### config.mk
export PLATFORM = sky130hd
export DESIGN_NAME = mux_b_pipe
export DESIGN_NICKNAME = d
export VERILOG_FILES = /design/src/rtl/mux_b_pipe.sv
export SDC_FILE = /design/constraint.sdc
export NUM_CORES = 1
export LEC_CHECK = 0
export ABC_AREA = 1
export BUFFER_PORTS_ARGS = -buffer_cell sky130_fd_sc_hd__buf_2
export CAP_MARGIN = 20
export CELL_PAD_IN_SITES_DETAIL_PLACEMENT = 0
export CELL_PAD_IN_SITES_GLOBAL_PLACEMENT = 1
export CORE_MARGIN = 3
export CORE_UTILIZATION = 29
export DETAILED_ROUTE_END_ITERATION = 10
export PLACE_DENSITY = 0.78
export SETUP_SLACK_MARGIN = 0.3
export SYNTH_ARGS = -nofsm -noshare
export SYNTH_HDL_FRONTEND = slang
export SYNTH_SLANG_ARGS = --single-unit
### constraint.sdc
create_clock -name clk -period 1.6 [get_ports clk]
set_clock_uncertainty 0.15 [all_clocks]
set_input_delay 0.48 -clock clk [delete_from_list [all_inputs] [get_ports clk]]
set_output_delay 0.48 -clock clk [all_outputs]
set_load 0.1 [all_outputs]
### src/rtl/mux_b_pipe.sv
// Bus-B operand select (register file or constant field) feeding
// a 2-entry valid/ready skid buffer.
module mux_b_pipe #(
  parameter int DATA_W   = 8,
  parameter int NUM_REGS = 8,
  parameter int SEL_W    = 3,
  parameter int CONST_W  = 3
) (
  input  logic                         clk,
  input  logic                         rst_n,
  input  logic                         in_valid,
  output logic                         in_ready,
  input  logic [SEL_W-1:0]             reg_sel,
  input  logic [NUM_REGS*DATA_W-1:0]   reg_data,
  input  logic [CONST_W-1:0]           const_in,
  input  logic                         mb,
  input  logic                         sext,
  output logic                         out_valid,
  input  logic                         out_ready,
  output logic [DATA_W-1:0]            bus_b,
  output logic                         bus_b_src,
  output logic                         sel_err
);

  localparam int ENT_W = DATA_W + 2;
  localparam int EXT_W = DATA_W - CONST_W;
  localparam int NSLOT = 1 << SEL_W;
  localparam logic [SEL_W:0] NREG_L = (SEL_W+1)'(NUM_REGS);

  typedef enum logic [1:0] {
    EMPTY = 2'd0,
    ONE   = 2'd1,
    TWO   = 2'd2
  } state_t;

  state_t             state, state_d;
  logic [ENT_W-1:0]   head, head_d;
  logic [ENT_W-1:0]   skid, skid_d;
  logic [ENT_W-1:0]   new_ent;
  logic [DATA_W-1:0]  const_ext;
  logic [DATA_W-1:0]  op_val;
  logic               op_err;
  logic               sel_ok;
  logic               accept;
  logic               drain;
  logic [DATA_W-1:0]  regs [NSLOT];

  if (EXT_W > 0) begin : g_ext
    assign const_ext = {{EXT_W{sext & const_in[CONST_W-1]}}, const_in};
  end else begin : g_noext
    assign const_ext = const_in;
  end

  // Unpopulated index slots read as zero so reg_sel never indexes out of range
  for (genvar i = 0; i < NSLOT; i++) begin : g_regs
    if (i < NUM_REGS) begin : g_pop
      assign regs[i] = reg_data[i*DATA_W +: DATA_W];
    end else begin : g_unpop
      assign regs[i] = '0;
    end
  end

  assign sel_ok = ({1'b0, reg_sel} < NREG_L);

  always_comb begin
    op_val = '0;
    op_err = 1'b0;
    if (mb) begin
      op_val = const_ext;
    end else if (sel_ok) begin
      op_val = regs[reg_sel];
    end else begin
      op_err = 1'b1;
    end
  end

  assign new_ent   = {op_val, mb, op_err};
  assign in_ready  = rst_n & (state != TWO);
  assign out_valid = (state != EMPTY);
  assign accept    = in_valid & in_ready;
  assign drain     = out_valid & out_ready;

  always_comb begin
    state_d = state;
    head_d  = head;
    skid_d  = skid;
    case (state)
      EMPTY: begin
        if (accept) begin
          state_d = ONE;
          head_d  = new_ent;
        end
      end
      ONE: begin
        if (accept && !drain) begin
          state_d = TWO;
          skid_d  = new_ent;
        end else if (accept) begin
          head_d = new_ent;
        end else if (drain) begin
          state_d = EMPTY;
        end
      end
      TWO: begin
        if (drain) begin
          state_d = ONE;
          head_d  = skid;
        end
      end
      default: state_d = EMPTY;
    endcase
  end

  always_ff @(posedge clk) begin
    if (!rst_n) begin
      state <= EMPTY;
      head  <= '0;
      skid  <= '0;
    end else begin
      state <= state_d;
      head  <= head_d;
      skid  <= skid_d;
    end
  end

  assign {bus_b, bus_b_src, sel_err} = head;

endmodule

==> out/qor.csv, run 1 <==
stage;metric;value;unit
run_status;outcome;complete, but fails checks;
run_status;violations;negative setup slack;
clock_tree;cts_tree;built;
global_route;grt_first_pass_wirelength;9.99;mm
timing;fin_crit_sh;103;%
die;coreArea;0.00564;mm2
final_layout;syn_to_final_growth;64.9;%
final_layout;fin_util;50.5;%
die;die_h;83.2;um
global_route;antenna_found_initial;0;
yosys;synthesis.nets;396;
power;power;1.63;mW
clock_tree;cts_root_buf;clkbuf_8;
route;vias_per_cell;4.67;
yosys;syn_inst;320;
yosys;yosysMostFrequentCell;nand2_1;
route;wl_per_cell;12.7;um
power;p_leak;1.62;nW
clock_tree;clkLatencyLatePin;0.26;ns
die;dieArea;0.00692;mm2
clock_tree;clkTransAtPathRegs;0.08;ns
yosys;synth_area_leader_cell;dfxtp_1;
die;num_rows;27;
timing;period_minus_slack;1.65;ns
timing;finalSetupTns;-0.0554;ns
placement;gp_congestion;0.777;
clock_tree;postCtsHoldBufs;0;
worst_setup_path;worstPathArrival;1.02;ns
final_layout;fillers;587;
worst_setup_path;crit_required;0.97;ns
worst_setup_path;crit_type;flip-flop to output port;
worst_setup_path;critical_path.endpoint_type;output port;
job;drv_cap;0;
route;ant_nets;0;
route;drtIter0Drc;113;
yosys;netlist_top_cells_area;dfxtp_1 (23%), nand2_1 (23%), nand3_1 (15%);
yosys;async_reset_ff_share;0;%
worst_setup_path;worstRegToRegCells;11;
clock_tree;cts_buffers;3;
hold_path;hp-class;flip-flop to flip-flop;
die;dieWidth;83.2;um
global_route;grt_use_total;17.0;%
worst_setup_path;cp_max_fo;3;
timing;finalSetupViolCount;2;
die;start_util;30.6;%
yosys;yosys-top-cells-count;nand2_1 (105), inv_1 (60), nand3_1 (51), dfxtp_1 (20), nor2_1 (20);
yosys;ys_types;22;
yosys;syn_avg_cell_area;5.40;um2
yosys;synthFlopType;dfxtp_1;
power;vdd_drop_max;0.315;mV
yosys;yosysTopAreaCellShare;23.2;%
yosys;synth-seq-cells;20;
power;p_per_area;571;mW/mm2
timing;finalHoldViolations;0;
hold_path;whs_path_depth;2;
global_route;overflow;0;
clock_tree;cts_sinks;20;
global_route;grt_max_degree;33;
final_layout;layout.nets;498;
final_layout;num_antenna_cells;0;
yosys;synth_area;0.00173;mm2
yosys;synth_edf_count;0;
placement;dp_hpwl;4.32;mm
global_route;grt_pass1_vias;2181;
yosys;ys_seq_area_share;23.2;%
placement;port_buffers;86;
route;drtPass1Iterations;4;
timing;finalWorstSetupSlack;-0.0503;ns
route;num_vias;2296;
route;drt-total-wl;6.24;mm
die;io_pins;88;
timing;drv_slew;0;
timing;fmax;606;MHz
worst_setup_path;cp-start-kind;flip-flop;
route;drc;0;
yosys;yosys_warnings;0;
clock_tree;htree_levels;1;
timing;rsz0062_at_grt;yes;
clock_tree;cts_buffer_depth;2;
final_layout;drive_gt1_share;38.3;%
layer usage:
layer	wire length [um]	track usage, %	vias up
li1	-	-	1179
met1	2640	22.6	1017
met2	3090	28.4	82
met3	359	3.27	18
met4	150	3.42	0
met5	0	0	-
final cells by class:
type | instances | area [um2] | share of cell area (%)
Multi-Input combinational cell | 218 | 1080 | 38.1
Timing Repair Buffer | 111 | 918 | 32.2
Sequential cell | 20 | 419 | 14.7
Inverter | 67 | 292 | 10.2
Tap cell | 72 | 90.1 | 3.16
Clock buffer | 3 | 41.3 | 1.45
Timing Repair inverter | 1 | 3.75 | 0.132
worst max-delay path, cell delays in order, from the launching register on:
cell and delay, ns:
dfxtp_2 0.34, inv_4 0.08, nor2_4 0.04, nor2_4 0.11, buf_12 0.18
metrics by stage:
step                      instances  setup WS (ns)  cell area, um2  hold slack, ns
after global placement          476         -0.117            2460           0.316
after floorplan                 320         -0.107            1780           0.298
after global routing            492        -0.0758            2850           0.361
after CTS                       489        -0.0378            2700           0.329
final                           492        -0.0503            2850           0.330
after detailed placement        476         -0.120            2460           0.313
sequential cells by signal (all words and copies together), names as in the netlist:
name   flops
head       9
skid       9
state      2
what timing repair did:
item,in CTS,in global routing
cloned,3,1
pin swaps,7,10
resized for setup,35,29
setup endpoints to repair,28,30
setup buffers,7,2
hold endpoints to repair,0,0
path summary, 6_finish.rpt:
check / from / end / slack, ns
max reg2reg: state[1] / head[3] / -0.01
max: state[1] / in_ready / -0.05
min: skid[1] / head[1] / 0.33
min reg2reg: skid[1] / head[1] / 0.33
where the power goes:
group	total, mW	leakage, nW	internal [mW]	switching, mW
Sequential	0.557	0.168	0.527	0.0300
Combinational	0.734	1.43	0.301	0.433
Clock	0.335	0.0216	0.168	0.167
layout by cell type (no fill, tap or decap), drive strengths merged:
master  Yosys  routed
buf        13     110
nand2     106     106
inv        65      67
nand3      51      51
nor2       21      21
dfxtp      20      20
o21ai      19      19
a21oi      18      18
clkbuf      2       4
clkinv      2       1
a31oi       1       1
a211oi      1       1
conb        1       1
logic make-up after synthesis:
group                  count (synthesis)  share of synthesized area, %
AND/OR/NAND/NOR                      178                          42.9
buffers and inverters                 82                          21.7
AO/OA/AOI/OAI                         39                          11.9
flip-flops                            20                          23.2
other                                  1                         0.217
(Power assumes the default switching activity.)
==> run 2, diff against run 1 <==
==> constraint.sdc (replaced) <==
create_clock -name clk -period 1.6 [get_ports clk]
set_clock_uncertainty 0.15 [all_clocks]
set_input_delay 0.08 -clock clk [delete_from_list [all_inputs] [get_ports clk]]
set_output_delay 0.08 -clock clk [all_outputs]
set_load 0.1 [all_outputs]
==> run 2 against run 1 <==
  * The run now ends clean
  * Global-route usage is 1.0 points lower
  * Combinational power is 14% lower
  * Clock power is 14% higher
  * Die area stayed put
  * Via count is 5.1% lower
  * Critical path depth is 1 higher
  * Sequential cell count stayed put
  * Sequential power is 3% lower
  * First-iteration DRC count is 24% higher
  * Critical endpoint unchanged
  * Cell count is 2.2% lower
  * Non-clock buffer count is 12 lower
  * Count of clock-buffer cells in the layout is 1 higher
==> out/qor.csv, run 2 (synthesized netlist as in run 1, its figures left out) <==
stage;metric;value;unit;change
worst_setup_path;cp-start-kind;flip-flop;;
hold_path;hp-class;primary input to flip-flop;;
worst_setup_path;crit_chain;inv_4, nor2_4, buf_6, nor2_4, buf_12;;
die;die_h;83.2;um;unchanged
route;num_vias;2178;;-5.1%
timing;drv_slew;0;;unchanged
global_route;grt_use_total;15.9;%;-1.0 points
worst_setup_path;critPathBufInv;3;;+1
worst_setup_path;crit_required;1.37;ns;+0.40 ns
global_route;grt_pass1_vias;2066;;-5.3%
final_layout;final_common_cell;nand2_1;;
final_layout;fin_util;43.8;%;-6.7 points
clock_tree;cts_root_buf;clkbuf_8;;
job;drv_cap;0;;unchanged
final_layout;final_cell_mix;nand2_1 (102), buf_2 (84), inv_1 (58);;
route;drc;0;;unchanged
final_layout;syn_to_final_growth;42.9;%;
timing;finalHoldViolations;0;;unchanged
clock_tree;clkLatencyLatePin;0.26;ns;about the same
timing;fmax;750;MHz;+24%
global_route;grt.met3_usage;3.47;%;+0.20 points
hold_path;holdPathEnd;skid[2];;
global_route;grt_max_degree;33;;unchanged
route;vias_per_cell;4.53;;-3.0%
die;dieWidth;83.2;um;unchanged
route;drtPass1Iterations;4;;unchanged
worst_setup_path;worstPathArrival;1.10;ns;+0.08 ns
timing;finalSetupViolCount;0;;-2
worst_setup_path;crit_type;flip-flop to output port;;
hold_path;holdCritStartpoint;const_in[0];;
power;vdd_drop_max;0.295;mV;-6.6%
worst_setup_path;cp_num_cells;5;;+1
placement;gp_congestion;0.798;;+2.7%
die;start_util;30.6;%;unchanged
final_layout;drive_gt1_share;32.3;%;-6.1 points
route;drt-total-wl;5.62;mm;-10%
global_route;busiest_layer;met2;;
global_route;met2_usage;26.1;%;-2.3 points
timing;fin_crit_sh;83.4;%;-20 points
clock_tree;cts_buffers;3;;unchanged
global_route;overflow;0;;unchanged
power;p_per_area;631;mW/mm2;+11%
worst_setup_path;reg2reg_slack;0.33;ns;+0.34 ns
worst_setup_path;worstRegToRegCells;8;;-3
worst_setup_path;max_stage_delay;0.34;ns;about the same
timing;period_minus_slack;1.33;ns;-0.317 ns
die;num_rows;27;;unchanged
worst_setup_path;critPathTopFamily;buffers and inverters;;
die;dieArea;0.00692;mm2;unchanged
route;ant_nets;0;;unchanged
power;p_leak;1.49;nW;-8.0%
final_layout;largestRegisters;head: 9 flops, skid: 9 flops, state: 2 flops;;
route;wl_per_cell;11.7;um;-7.9%
worst_setup_path;rr_startpoint;state[1];;
timing;rsz0062_at_grt;yes;;
global_route;grt_first_pass_wirelength;9.37;mm;-6.2%
global_route;antenna_found_initial;0;;unchanged
placement;dp_hpwl;4.40;mm;+1.8%
die;io_pins;88;;unchanged
final_layout;num_antenna_cells;0;;unchanged
timing;finalSetupTns;0;ns;+0.0554 ns
worst_setup_path;r2r_end;head[4];;
clock_tree;cts_buffer_depth;2;;unchanged
hold_path;whs_path_depth;5;;+3
worst_setup_path;cp_max_fo;3;;unchanged
clock_tree;clkTransAtPathRegs;0.07;ns;about the same
clock_tree;cts_tree;built;;
worst_setup_path;cpMaxStageDelayCell;dfxtp_2;;
global_route;globalRouteMet1Util;21.3;%;-1.3 points
placement;port_buffers;86;;unchanged
clock_tree;htree_levels;1;;unchanged
die;coreArea;0.00564;mm2;unchanged
run_status;outcome;finished clean;;
clock_tree;cts_sinks;20;;unchanged
final_layout;layout.nets;486;;-2.4%
worst_setup_path;crit_top_cell;nor2_4;;
worst_setup_path;critical_path.endpoint_type;output port;;
route;drtIter0Drc;140;;+24%
## run 2: cell type report
class                   count  area (um2)
clock buffers               4        55.1
flip-flops and latches     20         414
multi-input cells         219        1040
well taps                  72        90.1
inverters                  67         269
repair buffers             99         596
fillers                   656        3170
## run 2: where the power goes
part	internal, mW	switching (mW)
Combinational	0.212	0.419
Clock	0.219	0.164
Sequential	0.528	0.0154
Total	0.959	0.599
## run 2: worst max path at each step
stage	start	to	slack [ns]
floorplan	state[1]	in_ready	0.28
global placement	reg_sel[0]	skid[2]	0.23
detailed placement	state[1]	skid[3]	0.22
CTS	state[1]	in_ready	0.27
global route	state[1]	in_ready	0.21
finish	state[1]	in_ready	0.27
## run 2: timing repair
| action | in CTS | in global routing |
|---|---|---|
| cloned | 0 | 1 |
| hold buffers | 2 | 0 |
| endpoints found under the hold margin | 2 | 0 |
| pin swaps | 1 | 0 |
| endpoints found under the setup margin | 21 | 20 |
| setup buffers | 3 | 0 |
| resized for setup | 7 | 18 |
## run 2: worst register-to-register path: cells and delay by family, from the launching register on
family,cells,cell delay (ns)
AND/OR/NAND/NOR,3,0.24
buffers and inverters,3,0.22
AO/OA/AOI/OAI,2,0.20
flip-flops,1,0.35
## run 2: per-stage QoR
| step | cells | instance area, um2 | total power [mW] | setup WS (ns) | hold WS, ns |
|---|---|---|---|---|---|
| after floorplan | 320 | 1790 | 0.982 | 0.278 | 0.0723 |
| after global placement | 471 | 2270 | 1.15 | 0.231 | 0.255 |
| after detailed placement | 471 | 2270 | 1.15 | 0.220 | 0.254 |
| after CTS | 480 | 2400 | 1.55 | 0.266 | 0.00472 |
| after global routing | 481 | 2470 | 1.66 | 0.210 | 0.0584 |
| final | 481 | 2470 | 1.56 | 0.266 | 0.00527 |
## run 2: layer usage
metal | routed length, um | vias to the layer above
met2 | 2720 | 55
li1 | - | 1152
met5 | 0 | -
met4 | 55 | 0
met3 | 290 | 6
met1 | 2560 | 965
